## config.mk

```make
export PLATFORM = sky130hd
export DESIGN_NAME = round_ctrl
export DESIGN_NICKNAME = d
export VERILOG_FILES = /design/src/rtl/round_ctrl.sv
export SDC_FILE = /design/constraint.sdc
export NUM_CORES = 1
export LEC_CHECK = 0
export CAP_MARGIN = 0
export CORE_MARGIN = 4
export CORE_UTILIZATION = 40
export DETAILED_ROUTE_END_ITERATION = 8
export PLACE_DENSITY_LB_ADDON = 0.25
export SKIP_CTS_REPAIR_TIMING = 1
export SYNTH_ARGS = -nofsm -noshare
export SYNTH_HDL_FRONTEND = slang
export SYNTH_SLANG_ARGS = --single-unit
```

## constraint.sdc

```tcl
create_clock -name clk -period 2.32 [get_ports clk]
set_input_delay 0.464 -clock clk [delete_from_list [all_inputs] [get_ports clk]]
set_output_delay 0.464 -clock clk [all_outputs]
set_load 0.01 [all_outputs]
```

## src/rtl/round_ctrl.sv

```systemverilog
// ---------------------------------------------------------------------------
// round_ctrl
//   Reaction-round sequencer placed downstream of a 16-bit elapsed-time
//   counter. It gates the counter's count-enable with the 8 Hz tick and pulses
//   the counter's synchronous clear. It waits 2 s (sec_2), arms the player cue,
//   then either captures the elapsed count when stop is pressed or times out
//   at 4 s (sec_4). A stop press during the 2 s wait is a foul. Valid captures
//   are tallied in a saturating win counter.
//
// Ports
//   clk        in   system clock, all state on rising edge
//   reset_n    in   asynchronous active-low reset
//   tick       in   1-cycle 8 Hz strobe from the tick generator
//   go_btn     in   raw start button (asynchronous level)
//   stop_btn   in   raw stop button (asynchronous level)
//   time_bits  in   elapsed count from the time counter
//   sec_2      in   time counter bit4 (>= 2 s since clear)
//   sec_4      in   time counter bit5 (>= 4 s since clear)
//   count      out  count-enable to the time counter (combinational)
//   timer_clr  out  one-cycle synchronous clear to the time counter
//   armed      out  player cue, high while waiting for stop
//   foul       out  stop was pressed before the cue
//   timeout    out  no stop within 4 s of the cue
//   result     out  last captured reaction count
//   wins       out  number of valid captures, saturating
// ---------------------------------------------------------------------------
module round_ctrl #(
  parameter int TIME_W = 16,
  parameter int WINS_W = 4
) (
  input  logic              clk,
  input  logic              reset_n,
  input  logic              tick,
  input  logic              go_btn,
  input  logic              stop_btn,
  input  logic [TIME_W-1:0] time_bits,
  input  logic              sec_2,
  input  logic              sec_4,
  output logic              count,
  output logic              timer_clr,
  output logic              armed,
  output logic              foul,
  output logic              timeout,
  output logic [TIME_W-1:0] result,
  output logic [WINS_W-1:0] wins
);

  localparam logic [2:0] S_IDLE    = 3'd0;
  localparam logic [2:0] S_CLR1    = 3'd1;
  localparam logic [2:0] S_DELAY   = 3'd2;
  localparam logic [2:0] S_CLR2    = 3'd3;
  localparam logic [2:0] S_ARMED   = 3'd4;
  localparam logic [2:0] S_SHOW    = 3'd5;
  localparam logic [2:0] S_FOUL    = 3'd6;
  localparam logic [2:0] S_TIMEOUT = 3'd7;

  logic [2:0] state;
  logic [2:0] next_state;

  // Button synchronizers: two flops for metastability, a third holds the
  // previous synchronized level for rising-edge detection.
  logic go_s1, go_s2, go_s3;
  logic stop_s1, stop_s2, stop_s3;

  // Counts the cycles after reset until the synchronizer pipeline holds real
  // pad levels. Edges are suppressed until then, so a button already held
  // while reset is released does not look like a fresh press.
  logic [1:0] settle;
  logic       primed;
  logic       go_p;
  logic       stop_p;

  // NOTE: sequential state uses non-blocking (<=) so every flop samples the
  // pre-edge value of every other flop, independent of block ordering.
  always_ff @(posedge clk or negedge reset_n) begin
    if (!reset_n) begin
      go_s1   <= 1'b0;
      go_s2   <= 1'b0;
      go_s3   <= 1'b0;
      stop_s1 <= 1'b0;
      stop_s2 <= 1'b0;
      stop_s3 <= 1'b0;
      settle  <= 2'd0;
    end else begin
      go_s1   <= go_btn;
      go_s2   <= go_s1;
      go_s3   <= go_s2;
      stop_s1 <= stop_btn;
      stop_s2 <= stop_s1;
      stop_s3 <= stop_s2;
      if (settle != 2'b11) begin
        settle <= settle + 2'd1;
      end
    end
  end

  assign primed = &settle;
  assign go_p   = go_s2 & ~go_s3 & primed;
  assign stop_p = stop_s2 & ~stop_s3 & primed;

  // Count-enable has no register stage so the counter advances on the same
  // edge the tick is presented.
  assign count = tick & ((state == S_DELAY) | (state == S_ARMED)) & ~timer_clr;

  // NOTE: next_state gets a default before the case so no path leaves it
  // unassigned; otherwise a latch would be inferred.
  always_comb begin
    next_state = state;
    case (state)
      S_IDLE:    if (go_p) next_state = S_CLR1;
      S_CLR1:    next_state = S_DELAY;
      S_DELAY: begin
        if (stop_p)     next_state = S_FOUL;
        else if (sec_2) next_state = S_CLR2;
      end
      S_CLR2:    next_state = S_ARMED;
      S_ARMED: begin
        if (stop_p)     next_state = S_SHOW;
        else if (sec_4) next_state = S_TIMEOUT;
      end
      S_SHOW:    if (go_p) next_state = S_CLR1;
      S_FOUL:    if (go_p) next_state = S_CLR1;
      S_TIMEOUT: if (go_p) next_state = S_CLR1;
      default:   next_state = S_IDLE;
    endcase
  end

  // Status outputs are decoded from next_state into flops so they line up
  // exactly with the state register and never glitch.
  always_ff @(posedge clk or negedge reset_n) begin
    if (!reset_n) begin
      state     <= S_IDLE;
      timer_clr <= 1'b0;
      armed     <= 1'b0;
      foul      <= 1'b0;
      timeout   <= 1'b0;
    end else begin
      state     <= next_state;
      timer_clr <= (next_state == S_CLR1) | (next_state == S_CLR2);
      armed     <= (next_state == S_ARMED);
      foul      <= (next_state == S_FOUL);
      timeout   <= (next_state == S_TIMEOUT);
    end
  end

  // Capture happens on the same edge that leaves ARMED for SHOW; stop has
  // priority over sec_4, so a simultaneous arrival still counts as a win.
  always_ff @(posedge clk or negedge reset_n) begin
    if (!reset_n) begin
      result <= '0;
      wins   <= '0;
    end else if ((state == S_ARMED) && stop_p) begin
      result <= time_bits;
      if (wins != {WINS_W{1'b1}}) begin
        wins <= wins + WINS_W'(1);
      end
    end
  end

endmodule

```

==> results_dict.tcl <==
set metrics [dict create \
    syn_area_sq_mm 0.00143 \
    drtIter0Drc 70 \
    synth_common_cells "49 x nand2_1, 35 x dfrtp_1, 3 x o21ai_0, 3 x xnor2_1" \
    dp_hpwl_mm 2.15 \
    place_ws_ns 0.0904 \
    wl_met2_mm 1.44 \
    die_h_um 67.8 \
    yosys.area_share.simple 0.251 \
    clk_path_buf_depth 2 \
    synth_xor_xnor_area_share 0.0245 \
    finalMaxSlewViolations 0 \
    synthArstFlopShare 1.00 \
    finalSetupTns_ns 0 \
    grt_antenna_before_repair 0 \
    reg2reg_to "wins[3]" \
    synth_top_family_by_area "simple AND/OR/NAND/NOR gates" \
    ys_seq_elements 35 \
    hold_violations 0 \
    fin_skew_ns 0.0139 \
    grt_pass1_wl_mm 4.80 \
    min_path_type "register to register" \
    ff2ff_path_depth 5 \
    floorplan.initialDensity 0.422 \
    synth_cell_types 35 \
    ys_top_cells_by_area "dfrtp_1 61%, nand2_1 13%, xnor2_1 1.8%, ha_1 1.7%, buf_6 1.6%" \
    drc_errors 0 \
    firstDrtPassIters 4 \
    synth_mux_area_frac 0.0262 \
    synth_compound_area_frac 0.0359 \
    maxCapViolations 0 \
    core_area_sq_mm 0.00339 \
    dieArea_sq_mm 0.00460 \
    cpPeakStageDelay_ns 0.49 \
    yosys.area_share.adder 0.0175 \
    synth_top_area_cell "dfrtp_1" \
    ctsHtreeMaxLevel 2 \
    rsz0062_at_grt "false" \
    min_to "go_s2" \
    synth_top_area_frac 0.612 \
    viasPerCell 4.77 \
    grt_overflow 0 \
    arrival_ns 1.41 \
    area_delta_synth_final_pct 40.6 \
    highest_layer "met4" \
    crit_type "register to primary output" \
    cts_buffers 5 \
    yosysMostFrequentCell "nand2_1" \
    hp-start "go_s1" \
    reg2reg_slack_ns 0.57 \
    insertion_delay_ns 0.35 \
    fin_crit_sh 0.809 \
    clkSinkCount 35 \
    cp_slowest_cell "dfrtp_2" \
    timing.fmax_mhz 533 \
    start_kind "register" \
    final_core_util 0.593 \
    final_area_sq_mm 0.00201 \
    wl_met3_um 198 \
    syn_inst 129 \
    required_ns 1.86 \
    antennaDiodeCount 0 \
    grt_start_max_net_pins 36 \
    end_kind "primary output" \
    wl_mm 2.83 \
    wl_per_cell_um 12.5 \
    seq_area_frac_synth 0.612 \
    path_clk_slew_ns 0.09 \
    worstMarginPinSlew_ns 0.426 \
    io_buffers 47 \
    p_leak_nw 0.922 \
    ys.flop_type "dfrtp_1" \
    whs_ns 0.357 \
    whs_path_depth 0 \
    power_density_mw_per_mm2 1180 \
    drive_gt1_frac 0.0939 \
    vias 1082 \
    status "finished clean" \
    slew_headroom 0.716 \
    yosysWarnings 0 \
    ioPinCount 48 \
    root_buffer "clkbuf_4" \
    grt_usage 0.144 \
    place_congestion 0.852 \
    drtAntennaViolNets 0 \
    wl_met1_mm 1.12 \
    fin_nets 205 \
    peakVddDrop_mv 0.567 \
    cts_tree "done" \
    fin_crit_ns 1.88 \
    worst_slack_ns 0.444 \
    dpl_cell_area_sq_mm 0.00193 \
    nFillCells 278 \
    syn-num-nets 154 \
    grt_pass1_vias 1132 \
    cp_max_fo 9 \
    path_cells "xnor2_1 > nor4b_1 > dlymetal6s2s_1" \
    die_w_um 67.8 \
    worstReg2RegStart "settle[0]" \
    setup_viol 0 \
    synth_edf_count 0 \
    avgSynthCellArea_sq_um 11.1 \
    std_cell_rows 21 \
]
==> cells by family after synthesis <==
logic type      after synthesis
fa+ha+maj                     2
xor+xnor                      4
flops                        35
mux                           3
simple gates                 70
buf+inv                       6
compound gates                9
==> worst max-delay path by stage <==
| stage | start | end | slack (ns) | cells after the start |
|---|---|---|---|---|
| final | state[1] | count | 0.44 | 3 |
| after global placement | tick | count | 0.15 | 3 |
| after detailed placement | tick | count | 0.09 | 3 |
| after global routing | state[2] | count | 0.36 | 3 |
| after floorplan | settle[0] | wins[3] | 0.70 | 6 |
| after CTS | state[1] | count | -0.04 | 3 |
==> power breakdown <==
part	internal, W	switching, W	total [W]
sequential	0.000837	0.000195	0.00103
combinational	0.000558	0.000412	0.000970
clock	0.000177	0.000194	0.000371
==> flip-flops by register name, summed over array words and instances (netlist names) <==
register / count
go_s2: 1
wins: 4
stop_s1: 1
go_s1: 1
go_s3: 1
timer_clr: 1
timeout: 1
result: 16
settle: 2
stop_s3: 1
armed: 1
stop_s2: 1
foul: 1
state: 3
==> critical path: cells and delay by family (launching register included) <==
kind	cells	cell delay, ns
flops	1	0.49
xor+xnor	1	0.15
buf+inv	1	0.21
simple gates	1	0.24
==> stage by stage <==
| step | std cells | total power, W |
|---|---|---|
| floorplan | 129 | 0.00152 |
| global placement | 219 | 0.00199 |
| detailed placement | 219 | 0.00203 |
| CTS | 227 | 0.00242 |
| global route | 227 | 0.00256 |
| finish | 227 | 0.00237 |
==> routing by layer <==
layer / GRT usage / up-vias
met2: 0.235 / 30
li1: - / 532
met5: 0 / -
met4: 0.0893 / 0
met1: 0.165 / 513
met3: 0.0416 / 7
==> placed cells by master (no fill, tap or decap) <==
cell and n:
and2_1 1, ha_1 2, nand2_2 1, o211ai_1 1, nand3_1 2, nor2_1 1
mux2_2 1, buf_4 3, o31ai_1 1, xnor2_1 3, clkbuf_4 5, dfrtp_1 34
a21oi_1 2, nor4bb_1 1, nand2b_1 1, nor3b_1 2, clkbuf_8 2, and3b_1 2
a31oi_1 1, nor2b_1 1, o21ai_0 3, clkinvlp_4 1, nand2_1 49, nand3b_1 2
nor4b_1 1, nand4_1 1, dlymetal6s2s_1 1, or4_1 1, and3_1 1, mux2_4 1
dfrtp_2 1, nor3b_4 1, o21ai_1 1, and4b_1 1, xor2_1 1, mux2_1 1
nand4_4 1, clkdlybuf4s50_1 46
==> area by class of cell <==
cell class / instances / area (sq um) / share of cell area
clock buffer: 7 / 65.1 / 0.0324
clock inverter: 1 / 7.51 / 0.00373
multi-input combinational: 88 / 508 / 0.253
sequential: 35 / 877 / 0.436
tap: 46 / 57.6 / 0.0286
timing repair buffer: 50 / 495 / 0.246
No activity file was read; power rests on OpenSTA's default activity.
